$ cat config.mk
export PLATFORM = sky130hd
export DESIGN_NAME = button_conditioner
export DESIGN_NICKNAME = d
export VERILOG_FILES = /design/src/rtl/button_conditioner.sv
export SDC_FILE = /design/constraint.sdc
export NUM_CORES = 1
export LEC_CHECK = 0
export ABC_AREA = 1
export CORE_MARGIN = 2
export CORE_UTILIZATION = 60
export CTS_BUF_LIST = sky130_fd_sc_hd__clkbuf_4
export DETAILED_ROUTE_END_ITERATION = 10
export PLACE_DENSITY = 0.78
export SETUP_SLACK_MARGIN = 0.05
export SYNTH_ARGS = -nofsm -noshare
export SYNTH_HDL_FRONTEND = slang
export SYNTH_SLANG_ARGS = --single-unit
$ cat constraint.sdc
create_clock -name clock -period 1.9 [get_ports clock]
set_input_delay 0.19 -clock clock [delete_from_list [all_inputs] [get_ports clock]]
set_output_delay 0.19 -clock clock [all_outputs]
set_load 0.03 [all_outputs]
$ cat src/rtl/button_conditioner.sv
// ---------------------------------------------------------------------------
// button_conditioner
//   Conditions raw push-button and slide-switch pins for mux_control.
//   Every channel (N_BUTTONS buttons plus one switch) gets a 2-flop
//   synchroniser and an independent STABLE/PENDING debounce FSM with its own
//   counter. Buttons also get a registered one-cycle press pulse on each
//   accepted 0->1 transition.
//
//   Optional feature (macro BTN_AUTOREPEAT_EN):
//     defined   - each held button emits extra press pulses REPEAT_DELAY cycles
//                 after acceptance and then every REPEAT_PERIOD cycles.
//     undefined - exactly one pulse per accepted press.
//
// Ports
//   clock        in   system clock, all state on rising edge
//   reset        in   asynchronous active-low reset
//   raw_buttons  in   [N_BUTTONS] asynchronous button pins, 1 = pressed
//   raw_switch   in   asynchronous slide-switch pin
//   buttons      out  [N_BUTTONS] debounced button levels (registered)
//   button_press out  [N_BUTTONS] one-cycle press pulses (registered)
//   switch       out  debounced switch level (registered)
// ---------------------------------------------------------------------------
module button_conditioner #(
  parameter int unsigned N_BUTTONS       = 5,
  parameter int unsigned DEBOUNCE_CYCLES = 500000,
  parameter int unsigned CNT_W           = 20,
  parameter int unsigned REPEAT_DELAY    = 25000000,
  parameter int unsigned REPEAT_PERIOD   = 5000000
) (
  input  logic                 clock,
  input  logic                 reset,
  input  logic [N_BUTTONS-1:0] raw_buttons,
  input  logic                 raw_switch,
  output logic [N_BUTTONS-1:0] buttons,
  output logic [N_BUTTONS-1:0] button_press,
  output logic                 switch
);

  // Channel N_BUTTONS is the switch; all lower channels are buttons.
  localparam int unsigned N_CH = N_BUTTONS + 1;

  // Last count value before a differing input is accepted.
  localparam logic [CNT_W-1:0] CNT_LAST = CNT_W'(DEBOUNCE_CYCLES - 1);

  // Elaboration-time sanity checks on the configuration.
  if (DEBOUNCE_CYCLES < 1 || REPEAT_DELAY < 1 || REPEAT_PERIOD < 1 || N_BUTTONS < 1)
  begin : g_bad_param
    $error("button_conditioner: N_BUTTONS, DEBOUNCE_CYCLES, REPEAT_DELAY, REPEAT_PERIOD must be >= 1");
  end
  if (CNT_W < 32 && (DEBOUNCE_CYCLES - 1) >= (32'd1 << CNT_W)) begin : g_bad_cnt_w
    $error("button_conditioner: CNT_W too narrow for DEBOUNCE_CYCLES-1");
  end

  typedef enum logic {
    ST_STABLE  = 1'b0,
    ST_PENDING = 1'b1
  } state_e;

  logic [N_CH-1:0]      raw_ch;
  logic [N_CH-1:0]      sync1_q, sync1_d;
  logic [N_CH-1:0]      sync2_q, sync2_d;
  state_e               state_q [N_CH];
  state_e               state_d [N_CH];
  logic [CNT_W-1:0]     cnt_q   [N_CH];
  logic [CNT_W-1:0]     cnt_d   [N_CH];
  logic [N_CH-1:0]      stable_q, stable_d;
  logic [N_BUTTONS-1:0] press_q, press_d;

`ifdef BTN_AUTOREPEAT_EN
  localparam int unsigned REPEAT_MAX = (REPEAT_DELAY > REPEAT_PERIOD) ? REPEAT_DELAY
                                                                      : REPEAT_PERIOD;
  localparam int unsigned HOLD_W     = $clog2(REPEAT_MAX + 1);
  localparam logic [HOLD_W-1:0] HOLD_DELAY  = HOLD_W'(REPEAT_DELAY);
  localparam logic [HOLD_W-1:0] HOLD_PERIOD = HOLD_W'(REPEAT_PERIOD);

  // hold counts cycles since the last pulse; phase=1 once the first repeat fired.
  logic [HOLD_W-1:0]    hold_q  [N_BUTTONS];
  logic [HOLD_W-1:0]    hold_d  [N_BUTTONS];
  logic [N_BUTTONS-1:0] phase_q, phase_d;
`endif

  assign raw_ch = {raw_switch, raw_buttons};

  // Synchroniser next values: plain two-stage shift, no logic between stages.
  always_comb begin
    sync1_d = raw_ch;
    sync2_d = sync1_q;
  end

  // State register for all channels.
  always_ff @(posedge clock or negedge reset) begin
    if (!reset) begin
      sync1_q  <= '0;
      sync2_q  <= '0;
      stable_q <= '0;
      press_q  <= '0;
      for (int i = 0; i < N_CH; i++) begin
        state_q[i] <= ST_STABLE;
        cnt_q[i]   <= '0;
      end
`ifdef BTN_AUTOREPEAT_EN
      phase_q <= '0;
      for (int i = 0; i < N_BUTTONS; i++) begin
        hold_q[i] <= '0;
      end
`endif
    end else begin
      sync1_q  <= sync1_d;
      sync2_q  <= sync2_d;
      stable_q <= stable_d;
      press_q  <= press_d;
      for (int i = 0; i < N_CH; i++) begin
        state_q[i] <= state_d[i];
        cnt_q[i]   <= cnt_d[i];
      end
`ifdef BTN_AUTOREPEAT_EN
      phase_q <= phase_d;
      for (int i = 0; i < N_BUTTONS; i++) begin
        hold_q[i] <= hold_d[i];
      end
`endif
    end
  end

  // Debounce next-state: a level is accepted after DEBOUNCE_CYCLES
  // consecutive differing samples; any agreeing sample restarts the count.
  always_comb begin
    stable_d = stable_q;
    for (int i = 0; i < N_CH; i++) begin
      state_d[i] = state_q[i];
      cnt_d[i]   = cnt_q[i];
      unique case (state_q[i])
        ST_STABLE: begin
          cnt_d[i] = '0;
          if (sync2_q[i] != stable_q[i]) begin
            if (DEBOUNCE_CYCLES == 1) begin
              // Single-cycle window: accept immediately, PENDING never held.
              stable_d[i] = sync2_q[i];
            end else begin
              state_d[i] = ST_PENDING;
              cnt_d[i]   = CNT_W'(1);
            end
          end
        end
        ST_PENDING: begin
          if (sync2_q[i] == stable_q[i]) begin
            state_d[i] = ST_STABLE;
            cnt_d[i]   = '0;
          end else if (cnt_q[i] == CNT_LAST) begin
            state_d[i]  = ST_STABLE;
            cnt_d[i]    = '0;
            stable_d[i] = sync2_q[i];
          end else begin
            cnt_d[i] = cnt_q[i] + CNT_W'(1);
          end
        end
      endcase
    end
  end

  // Press pulse generation; registered so it lines up with the new level.
  always_comb begin
    press_d = stable_d[N_BUTTONS-1:0] & ~stable_q[N_BUTTONS-1:0];
`ifdef BTN_AUTOREPEAT_EN
    phase_d = phase_q;
    for (int i = 0; i < N_BUTTONS; i++) begin
      hold_d[i] = hold_q[i];
      if (!stable_d[i] || !stable_q[i]) begin
        // Released, idle, or just accepted: timing restarts from here.
        hold_d[i]  = '0;
        phase_d[i] = 1'b0;
      end else begin
        hold_d[i] = hold_q[i] + HOLD_W'(1);
        if (hold_d[i] == (phase_q[i] ? HOLD_PERIOD : HOLD_DELAY)) begin
          press_d[i] = 1'b1;
          hold_d[i]  = '0;
          phase_d[i] = 1'b1;
        end
      end
    end
`endif
  end

  assign buttons      = stable_q[N_BUTTONS-1:0];
  assign switch       = stable_q[N_BUTTONS];
  assign button_press = press_q;

endmodule
==> flow_results.org <==
** Outcome
- The flow ran to the end, and the final reports show no timing, DRC or antenna violations.

** GRT
- Overflow left after global routing :: 0
- The number of antenna violations at the first check in global routing was 1.
- For met2 alone, demand over resource in global routing was 0.370.
- The first global-routing pass estimated around 25000 um of wire.
- Layer with the highest usage :: met2
- Largest net degree at the start of global routing :: between 50 and 60
- Number of global-route vias before repair :: 5916
- Met3 track utilization from global routing :: 0.0497
- Global-route met1 utilization :: 0.287
- In the global route stage, overall resource usage came out at 0.221.

** Clocking
- CTS built an H-tree with a depth of 4.
- Clock tree from TritonCTS :: yes
- Clock slew seen by the registers of the worst setup and hold paths :: 0.12 ns
- Clock Latency Late Sink :: 0.56 ns
- Maximum buffer depth of the clock tree :: 2
- Clock sinks :: 149
- CTS root buffer :: sky130_fd_sc_hd__clkbuf_4
- Cts bufs inserted :: 17
- After clock tree synthesis, the setup repair step added 0 buffers.

** Critical path
- For this run, the slowest stage of the critical path takes 0.66 ns.
- The setup check on the worst reg-to-reg path leaves a slack of approximately 0.27 ns.
- In this run the critical register-to-register path is launched from cnt_q[80]$_DFF_PN0_.
- Counting both buffers and inverters, the worst setup path holds a total of 1.
- Worst path top cell family by delay :: buffers and inverters
- The signal on the critical path passes through clkdlybuf4s50_1.
- In this run the critical register-to-register path is captured at cnt_q[80]$_DFF_PN0_.
- STA classifies the critical path endpoint as an output pin.
- In this run the worst path has a maximum fanout of 1.
- Type of the worst setup path :: flop to output pin
- For the worst setup path, the data required time is 1.71 ns.
- The slowest stage of the critical path belongs to the cell sky130_fd_sc_hd__clkdlybuf4s50_1.
- For the worst setup path, the data arrival time is 1.57 ns.
- Counting cells, the worst reg-to-reg path comes to 6.
- STA classifies the critical path startpoint as a flop.

** Final layout
- Compared with the post-synthesis result, the final layout area differs by 8.81%.
- Across the whole layout, storage elements account for roughly 3700 um2.
- For this run, the post-layout net count is 1057.
- In the final layout, the share of cells above drive strength 1 is 0.0947.
- Summing all multi-input logic gate instances after layout gives roughly 3600 um2.
- For this run, the share of the core covered by cells in the final layout is 0.672.
- The layout has between 1000 and 1500 filler cells.

** Die
- Starting utilization of the core area :: 0.618
- Total Die Area :: between 10000 and 15000 um2
- The core region is 12700 um2.
- Placement Rows :: 41
- Measured along the y axis, the die boundary spans 118 um.
- Horizontal die dimension :: around 120 um
- IO Count :: 19

** Yosys
- Leading cell types by count after synthesis :: sky130_fd_sc_hd__nand2_1 (241), sky130_fd_sc_hd__nor2_1 (225), sky130_fd_sc_hd__dfrtp_1 (149)
- Number of warning messages in the yosys log :: 0
- For this run, the register share of the synthesized area comes to 0.476.
- Among all cell types in the netlist, the one instantiated most often is sky130_fd_sc_hd__nand2_1.
- Yosys mapped a number of flops with a built-in enable equal to 0.
- The share of synthesized area in the top cell type comes to 0.476.
- Synthesis produced a netlist with a net count of between 1000 and 1500.
- For this run, asynchronously set or reset flops after synthesis account for 1.00.
- Ranked by total cell area, the synthesized netlist is headed by sky130_fd_sc_hd__dfrtp_1 (48%), sky130_fd_sc_hd__nand2_1 (12%), sky130_fd_sc_hd__nor2_1 (11%).
- Synthesis handed over a netlist of 1007 instances.
- Post-synthesis sequential element count :: ~150
- Synthesis instantiated 27 different standard cells from the library.
- A synthesized cell averages 7.77 um2.
- The synthesized design spends more area on one cell type than any other, namely sky130_fd_sc_hd__dfrtp_1.
- After synthesis the cells add up to 7830 um2.
- Among all flip-flop cells after synthesis, the most frequent one is sky130_fd_sc_hd__dfrtp_1.

** Route
- Antenna violation net count after detailed routing :: 0
- Using the TritonRoute via totals, the vias-per-cell ratio works out to approximately 5.0.
- The detailed router finished its first iteration with 469 violations.
- The first detailed-routing pass ran for 5 iterations.
- For this block, the routed nets add up to 14200 um of wire.
- Average wire per standard cell :: 11.6 um
- Number of vias after detailed routing :: 6108
- Residual DRC count :: 0

** Hold path
- In this run the most critical hold path is launched from raw_buttons[2].
- Along the worst hold path, the cell count comes to 1.
- End point of the most critical hold path :: sync1_q[2]$_DFF_PN0_
- Hold Crit Class :: primary input to flop

** STA
- Tmin final :: 1.76 ns
- The max-slew violation count was 0.
- The number of failing hold endpoints at the final stage is 0.
- Timing would allow up to 569 MHz.
- Relative slew slack :: 0.669
- Summed over all failing endpoints, the final setup total negative slack is 0 ns.
- Minimum setup slack in the final design :: 0.141 ns
- Dividing the final minimum period by the clock period gives 0.926.
- Clock skew :: 0.0186 ns
- Final-layout worst hold slack :: 0.0595 ns
- Number of setup violations in the final report :: 0
- At the pin with the least slew margin, the transition time is between 0.4 and 0.5 ns.
- Setup repair after global routing left no endpoint under its margin.

** Pwr
- Maximum ir drop on the vdd rail :: 457 uV
- Pwr/cell area :: 650 nW/um2
- Reported leakage power :: 3.72 nW

** Placement
- Half-perimeter wire length of the detailed placement result :: a little over 10000 um
- I/O Buffers :: 18
- Worst Setup Slack post-DPL :: 0.311 ns
- GP Congestion :: slightly below 0.9

** Run
- The tool flagged a number of max-cap violations equal to 0.
[per-layer routing]
| metal | wire length, um | vias up | share of wire |
|---|---|---|---|
| met5 | 0 | - | 0 |
| met4 | 152 | 0 | 0.011 |
| met3 | 483 | 14 | 0.034 |
| met2 | 7050 | 97 | 0.50 |
| met1 | 6530 | 2821 | 0.46 |
| li1 | - | 3176 | - |
[worst max path at each step]
stage / startpoint / to / slack [ns] / depth (start not counted)
3_5_place_dp: cnt_q[80]$_DFF_PN0_ / cnt_q[80]$_DFF_PN0_ / 0.31 / 6
4_1_cts: button_press[4]$_DFF_PN0_ / button_press[4] / 0.09 / 1
3_3_place_gp: cnt_q[80]$_DFF_PN0_ / cnt_q[80]$_DFF_PN0_ / 0.37 / 6
5_1_grt: button_press[1]$_DFF_PN0_ / button_press[1] / 0.05 / 1
6_report: button_press[2]$_DFF_PN0_ / button_press[2] / 0.14 / 1
2_1_floorplan: cnt_q[100]$_DFF_PN0_ / cnt_q[104]$_DFF_PN0_ / 0.51 / 9
[logic make-up (layout without fill, tap and decap cells)]
kind of cell / count (synthesis) / in the layout / share of synthesized area
XOR/XNOR: 61 / 61 / 0.0682
other: 0 / 1 / 0
AND/OR/NAND/NOR: 626 / 626 / 0.348
flip-flops: 149 / 149 / 0.476
buffers and inverters: 132 / 181 / 0.0702
adder cells (fa/ha/maj): 6 / 6 / 0.00959
AO/OA/AOI/OAI: 33 / 33 / 0.0273
[cell type report]
type,count,area share
Inverter,126,0.0561
Clock inverter,14,0.0181
Clock buffer,18,0.0159
Multi-Input combinational cell,726,0.417
Timing Repair Buffer,23,0.0298
Sequential cell,149,0.438
Antenna cell,1,0.000294
Tap cell,172,0.0253
[what timing repair did]
item / CTS / global route
resized for setup: 6 / 0
endpoints found under the setup margin: 6 / 0
hold endpoints to repair: 149 / 1
hold buffers: 1 / 1
[layout by cell type, fill, tap and decap left out, types with 4 or more instances in the layout]
cell type,n
sky130_fd_sc_hd__nand2_2,5
sky130_fd_sc_hd__nor2_1,225
sky130_fd_sc_hd__clkbuf_4,18
sky130_fd_sc_hd__nor2_4,10
sky130_fd_sc_hd__inv_1,122
sky130_fd_sc_hd__nand4_1,17
sky130_fd_sc_hd__nand2_1,241
sky130_fd_sc_hd__clkinv_4,5
sky130_fd_sc_hd__nor2_2,32
sky130_fd_sc_hd__xor2_1,49
sky130_fd_sc_hd__ha_1,6
sky130_fd_sc_hd__dfrtp_1,149
sky130_fd_sc_hd__nand3_1,65
sky130_fd_sc_hd__clkdlybuf4s50_1,11
sky130_fd_sc_hd__xnor2_1,12
sky130_fd_sc_hd__a21oi_1,12
sky130_fd_sc_hd__dlygate4sd2_1,6
sky130_fd_sc_hd__nor3_1,19
sky130_fd_sc_hd__nand3_2,5
sky130_fd_sc_hd__o21ai_1,4
sky130_fd_sc_hd__o21ai_0,11
[state kept, by name (all words and copies together) (netlist names)]
signal	flops
state_q	6
sync1_q	6
button_press	5
cnt_q	120
stable_q	6
sync2_q	6
[power by group]
part	internal, mW	switching, mW	leakage, nW
Combinational	0.0908	0.198	1.54
Clock	0.805	1.18	0.149
Sequential	3.23	0.0378	2.03
Total	4.12	1.41	3.72
[stage by stage]
step	total power [mW]	std cells	instance area, um2
after floorplan	3.50	1007	7830
after global placement	3.61	1194	8210
after detailed placement	3.62	1194	8210
after CTS	5.60	1227	8510
after global routing	5.77	1229	8520
final	5.54	1229	8520
Power figures use the tool's default switching activity.
